File: config.mk
export PLATFORM = sky130hd
export DESIGN_NAME = speed_computation_mc
export DESIGN_NICKNAME = d
export VERILOG_FILES = /design/src/rtl/speed_computation_mc.sv
export SDC_FILE = /design/constraint.sdc
export NUM_CORES = 1
export LEC_CHECK = 0
export CORE_MARGIN = 2
export CORE_UTILIZATION = 30
export CTS_CLUSTER_DIAMETER = 150
export DETAILED_ROUTE_END_ITERATION = 7
export GPL_ROUTABILITY_DRIVEN = 0
export PLACE_DENSITY = 0.51
export REMOVE_ABC_BUFFERS = 1
export SLEW_MARGIN = 0
export SYNTH_ARGS = -nofsm -noshare
export SYNTH_HDL_FRONTEND = slang
export SYNTH_SLANG_ARGS = --single-unit
File: constraint.sdc
create_clock -name clk_1 -period 7 [get_ports clk_1]
set_clock_uncertainty 0.15 [all_clocks]
set_input_delay 0.7 -clock clk_1 [delete_from_list [all_inputs] [get_ports clk_1]]
set_output_delay 0.7 -clock clk_1 [all_outputs]
set_load 0.05 [all_outputs]
File: src/rtl/speed_computation_mc.sv
// rtl/speed_computation_mc.sv - multi-channel period-count to fixed-point speed converter
//
// Converts per-channel period counts into floor(K_CONST * 2^OUT_FRAC / cnt) using
// one shared radix-2 restoring divider, served round-robin across channels.
// Optional feature macro: SPEED_COMP_ROUND_EN (round-to-nearest instead of floor).
//
// Ports:
//   clk_1        in   clock
//   clr_n_1      in   asynchronous reset, active low
//   ce_1         in   clock enable; all state advances only when high
//   cnt_valid    in   [NUM_CH] per-channel new-sample strobe
//   speed_cnt    in   [NUM_CH*CNT_WIDTH] packed counts, channel i at [i*CNT_WIDTH +: CNT_WIDTH]
//   overrun_clr  in   [NUM_CH] clears overrun bits
//   speed_rpm    out  [OUT_WIDTH] signed result, OUT_FRAC fractional bits
//   rpm_valid    out  result strobe, one ce-qualified cycle
//   rpm_ch       out  channel of the current result
//   rpm_sat      out  result was saturated
//   rpm_zero     out  input count was zero
//   overrun      out  [NUM_CH] sticky per-channel overwrite flag
module speed_computation_mc #(
    parameter int              NUM_CH    = 4,
    parameter int              CNT_WIDTH = 32,
    parameter int              K_WIDTH   = 32,
    parameter longint unsigned K_CONST   = 60000000,
    parameter int              OUT_WIDTH = 32,
    parameter int              OUT_FRAC  = 16,
    localparam int             CH_W      = (NUM_CH > 1) ? $clog2(NUM_CH) : 1
) (
    input  logic                          clk_1,
    input  logic                          clr_n_1,
    input  logic                          ce_1,
    input  logic [NUM_CH-1:0]             cnt_valid,
    input  logic [NUM_CH*CNT_WIDTH-1:0]   speed_cnt,
    input  logic [NUM_CH-1:0]             overrun_clr,
    output logic [OUT_WIDTH-1:0]          speed_rpm,
    output logic                          rpm_valid,
    output logic [CH_W-1:0]               rpm_ch,
    output logic                          rpm_sat,
    output logic                          rpm_zero,
    output logic [NUM_CH-1:0]             overrun
);
    localparam int DW = K_WIDTH + OUT_FRAC;
    localparam int IW = $clog2(DW) + 1;
    localparam int QW = DW + 1;
    localparam int CW = (QW > OUT_WIDTH) ? QW : OUT_WIDTH;
    localparam logic [K_WIDTH-1:0] K_VEC    = K_WIDTH'(K_CONST);
    localparam logic [DW-1:0]      DIVIDEND = {K_VEC, {OUT_FRAC{1'b0}}};
    localparam logic [CW-1:0]      SAT_MAX  = {{(CW-OUT_WIDTH+1){1'b0}}, {(OUT_WIDTH-1){1'b1}}};

    typedef enum logic [1:0] {S_IDLE, S_LOAD, S_DIV, S_OUT} state_t;

    state_t                r_state;
    logic [NUM_CH-1:0]     r_pend;
    logic [CNT_WIDTH-1:0]  r_cnt [NUM_CH];
    logic [NUM_CH-1:0]     r_overrun;
    logic [CH_W-1:0]       r_last;
    logic [CH_W-1:0]       r_cur;
    logic [CNT_WIDTH-1:0]  r_div_cnt;
    logic [DW-1:0]         r_dq;        // dividend bits shift out the top, quotient bits shift in the bottom
    logic [CNT_WIDTH-1:0]  r_rem;
    logic [IW-1:0]         r_iter;
    logic                  r_zero_job;
    logic [OUT_WIDTH-1:0]  r_speed;
    logic                  r_valid;
    logic [CH_W-1:0]       r_ch;
    logic                  r_sat;
    logic                  r_zero;

    logic                  w_found;
    logic [CH_W-1:0]       w_pick;
    logic                  w_capture;
    logic [CNT_WIDTH:0]    w_rem_sh;
    logic                  w_ge;
    logic [CNT_WIDTH:0]    w_rem_nx;
    logic                  w_round;
    logic [CW-1:0]         w_q;
    logic                  w_sat;
    logic [OUT_WIDTH-1:0]  w_res;

    // Round-robin: scan from the channel after last-served; descending scan so the
    // nearest pending channel is the one left assigned.
    always_comb begin
        w_found = 1'b0;
        w_pick  = '0;
        for (int k = NUM_CH; k >= 1; k--) begin
            if (r_pend[(int'(r_last) + k) % NUM_CH]) begin
                w_found = 1'b1;
                w_pick  = CH_W'((int'(r_last) + k) % NUM_CH);
            end
        end
    end

    assign w_capture = ce_1 && (r_state == S_IDLE) && w_found;

    assign w_rem_sh = {r_rem, r_dq[DW-1]};
    assign w_ge     = (w_rem_sh >= {1'b0, r_div_cnt});
    assign w_rem_nx = w_ge ? (w_rem_sh - {1'b0, r_div_cnt}) : w_rem_sh;

`ifdef SPEED_COMP_ROUND_EN
    assign w_round = ({r_rem, 1'b0} >= {1'b0, r_div_cnt});
`else
    assign w_round = 1'b0;
`endif

    // Saturation is judged on the (possibly rounded) quotient.
    assign w_q   = CW'(r_dq) + CW'(w_round);
    assign w_sat = (w_q > SAT_MAX);
    assign w_res = w_sat ? SAT_MAX[OUT_WIDTH-1:0] : w_q[OUT_WIDTH-1:0];

    always_ff @(posedge clk_1 or negedge clr_n_1) begin
        if (!clr_n_1) begin
            r_pend    <= '0;
            r_overrun <= '0;
            for (int i = 0; i < NUM_CH; i++) r_cnt[i] <= '0;
        end else if (ce_1) begin
            for (int i = 0; i < NUM_CH; i++) begin
                // A new sample on the channel being captured re-arms pending without
                // counting as an overwrite: the old sample was consumed, not lost.
                if (cnt_valid[i]) begin
                    r_cnt[i]  <= speed_cnt[i*CNT_WIDTH +: CNT_WIDTH];
                    r_pend[i] <= 1'b1;
                end else if (w_capture && (w_pick == CH_W'(i))) begin
                    r_pend[i] <= 1'b0;
                end
                if (cnt_valid[i] && r_pend[i] && !(w_capture && (w_pick == CH_W'(i))))
                    r_overrun[i] <= 1'b1;
                else if (overrun_clr[i])
                    r_overrun[i] <= 1'b0;
            end
        end
    end

    always_ff @(posedge clk_1 or negedge clr_n_1) begin
        if (!clr_n_1) begin
            r_state    <= S_IDLE;
            r_last     <= CH_W'(NUM_CH - 1);
            r_cur      <= '0;
            r_div_cnt  <= '0;
            r_dq       <= '0;
            r_rem      <= '0;
            r_iter     <= '0;
            r_zero_job <= 1'b0;
            r_speed    <= '0;
            r_valid    <= 1'b0;
            r_ch       <= '0;
            r_sat      <= 1'b0;
            r_zero     <= 1'b0;
        end else if (ce_1) begin
            r_valid <= 1'b0;
            case (r_state)
                S_IDLE: begin
                    if (w_found) begin
                        r_cur     <= w_pick;
                        r_div_cnt <= r_cnt[w_pick];
                        r_state   <= S_LOAD;
                    end
                end
                S_LOAD: begin
                    r_rem  <= '0;
                    r_dq   <= DIVIDEND;
                    r_iter <= IW'(DW - 1);
                    if (r_div_cnt == '0) begin
                        r_zero_job <= 1'b1;
                        r_state    <= S_OUT;
                    end else begin
                        r_zero_job <= 1'b0;
                        r_state    <= S_DIV;
                    end
                end
                S_DIV: begin
                    r_rem  <= w_rem_nx[CNT_WIDTH-1:0];
                    r_dq   <= {r_dq[DW-2:0], w_ge};
                    r_iter <= r_iter - IW'(1);
                    if (r_iter == '0) r_state <= S_OUT;
                end
                default: begin
                    r_valid <= 1'b1;
                    r_ch    <= r_cur;
                    r_last  <= r_cur;
                    if (r_zero_job) begin
                        r_speed <= '0;
                        r_sat   <= 1'b0;
                        r_zero  <= 1'b1;
                    end else begin
                        r_speed <= w_res;
                        r_sat   <= w_sat;
                        r_zero  <= 1'b0;
                    end
                    r_state <= S_IDLE;
                end
            endcase
        end
    end

    assign speed_rpm = r_speed;
    assign rpm_valid = r_valid;
    assign rpm_ch    = r_ch;
    assign rpm_sat   = r_sat;
    assign rpm_zero  = r_zero;
    assign overrun   = r_overrun;

endmodule

==> flow_metrics.tcl <==
set metrics [dict create \
    grt-ovfl-total 0 \
    vias 11300 \
    dieArea_sq_um 50700 \
    critPathSlowestCell "a21o_1" \
    tightest_slew_ns 1.11 \
    final.period_utilization_pct 51.8 \
    antenna_found_initial 0 \
    ys_seq_area_share_pct 51.0 \
    synth.distinct_cells 55 \
    postLayoutCellArea_sq_um 18300 \
    synth_edf_count 0 \
    crit_path_cell_trace "inv_1 > ha_1 > nor2b_1 > o21ai_0 > nand2_1 > a221o_1 > a41oi_2 > nor2_1 > a21o_1 > buf_4 > nand2_1 > o221ai_1" \
    power_switching_mw 2.90 \
    drt-pass1-iter-count 7 \
    pre_cts_slack_ns 3.40 \
    p_seq_share_pct 33.5 \
    ios 180 \
    critPathTopFamily "compound AO/OA/AOI/OAI gates" \
    synth_area_sq_um 14700 \
    synth_largest_area_cell "dfrtp_1" \
    fin_util_pct 37.6 \
    relSlewSlack_pct 25.9 \
    synthCells 1506 \
    rows 81 \
    hp-class "in2async" \
    cts_setup_buffers 0 \
    drive_gt1_share_pct 13.5 \
    crit_path_start_kind "flip-flop" \
    ant_nets 0 \
    clkLatencyLatePin_ns 0.56 \
    fin_nets 1831 \
    worstPathMaxFanout 19 \
    fin_setup_tns_ns 0 \
    period_needed_ns 3.63 \
    htree_levels 2 \
    grtUsageTotal_pct 15.5 \
    setup_slack_ns 3.37 \
    grt_pass1_wl_um 62400 \
    cts_tree "built" \
    numCtsBuffers 37 \
    cts_root_buffer "clkbuf_16" \
    cts_buffer_depth 3 \
    sw_frac_of_total_pct 40.9 \
    hold_slack_ns 0.0824 \
    initialDrtViolationCount 728 \
    p_int_mw 4.19 \
    ir_drop_uv 309 \
    async_reset_ff_share_pct 100 \
    syn-mean-instance-area_sq_um 9.75 \
    synthDominantCellAreaShare_pct 50.6 \
    cp_num_buf_inv 2 \
    diodes 0 \
    dp_cells 2236 \
    r2r-start "r_div_cnt[1]" \
    grt_start_max_net_pins 117 \
    grt_pass1_vias 11300 \
    ys_ff_latch 299 \
    pwr-share-comb_pct 39.7 \
    synthTopCellsByArea "dfrtp_1, mux2_2, nand2_1" \
    rsz0062_at_grt "no" \
    area_growth_pct 24.5 \
    synthTopCellsByCount "nand2_1, dfrtp_1, mux2_2" \
    fin_cells 2301 \
    viasPerCell 4.93 \
    ys.flop_type "dfrtp_1" \
    die_h_um 225 \
    postCtsHoldBufs 0 \
    fmax_mhz 276 \
    post_cts_resized 0 \
    status "finished clean" \
    clockPowerShare_pct 26.8 \
    cp-end-kind "flip-flop" \
    yosysMostFrequentCell "nand2_1" \
    clock-sinks 299 \
    die_w_um 225 \
    crit_arrival_ns 3.93 \
    drt-wirelength-per-cell_um 16.8 \
    power.density_nw_per_um2 388 \
    num-fill-cells 4877 \
    crit_start "r_div_cnt[1]" \
    path_class "reg2reg" \
    place_hpwl_um 25000 \
    core-area_sq_um 48600 \
    p_leak_nw 8.10 \
    finalPower_mw 7.09 \
    yosys_warnings 0 \
    post_dp_cell_area_sq_um 17100 \
    wirelength_um 38700 \
    drc 0 \
    critical_path.most_common_cell "nand2_1" \
    numPortBuffers 179 \
    drv_slew 0 \
    clk_pin_slew_ns 0.06 \
    initial_core_util_pct 30.2 \
    cp.required_ns 7.30 \
    maxCapViolations 0 \
    setup_viol 0 \
    report.final.hold_viol_count 0 \
    cpPeakStageDelay_ns 0.47 \
]
[power by group through the flow]
stage	registers [mW]	logic (mW)	clock network [mW]
2_1_floorplan	2.73	1.53	0
3_3_place_gp	2.40	2.85	0
3_5_place_dp	2.41	2.86	0
4_1_cts	2.38	2.87	1.97
5_1_grt	2.43	3.15	2.03
6_report	2.38	2.82	1.90
[state kept, by name (all words and copies together) (netlist names), 2 cells and up]
signal	cells
r_pend	4
speed_rpm	32
r_cur	2
r_dq	48
r_state	2
r_div_cnt	32
overrun	4
r_rem	32
r_last	2
rpm_ch	2
r_cnt	128
r_iter	7
[cells by family (layout without fill, tap and decap cells)]
group | Yosys count | count (layout) | share of synthesized area, %
and+or+nand+nor | 568 | 568 | 17.1
DFF | 299 | 299 | 51.0
muxes | 155 | 155 | 11.7
AOI/OAI and AO/OA | 278 | 278 | 11.6
xor gates and xnor gates | 26 | 26 | 1.55
buffers and inverters | 141 | 314 | 3.72
adders and majority gates | 39 | 39 | 3.37
[placed cells by master (no fill, tap or decap), drive strengths merged, types with 14 or more instances in the layout]
cell type,synthesis,routed
a21o,21,21
o21ai,108,108
nor4,14,14
mux2i,25,25
a21oi,60,60
clkdlybuf4s50,0,178
mux2,130,130
nand2,351,351
inv,52,53
ha,38,38
xnor2,18,18
o211ai,37,37
nor3b,27,27
buf,8,19
dfrtp,297,297
nor2,31,31
nand3,91,91
clkbuf,81,49
[routing by layer]
layer	part of all wire (%)	GRT usage, %	vias to the layer above	wire, um
met5	0	0	-	0
met4	2.2	4.87	0	871
met3	3.7	2.32	53	1440
met2	47	25.5	209	18300
met1	47	21.0	5564	18100
li1	-	-	5512	-
[layout make-up]
class,count,area [sq um],area share [%]
repair buffers,197,1930,10.6
well taps,622,778,4.26
clock buffers,49,1030,5.64
inverters,52,195,1.07
multi-input cells,1066,6700,36.6
clock inverters,16,161,0.883
flip-flops and latches,299,7480,40.9
[final timing paths]
kind,endpoint,slack (ns),cells past startpoint
worst max-delay path,r_rem[25],3.37,12
worst min-delay path,r_dq[28],0.08,1
worst max register to register,r_rem[25],3.37,12
worst min register to register,r_last[0],0.32,2
max in group asynchronous,r_cnt[78],5.11,2
min in group clk_1,r_last[0],0.32,2
Note: power is estimated with default switching activity, not from simulation.
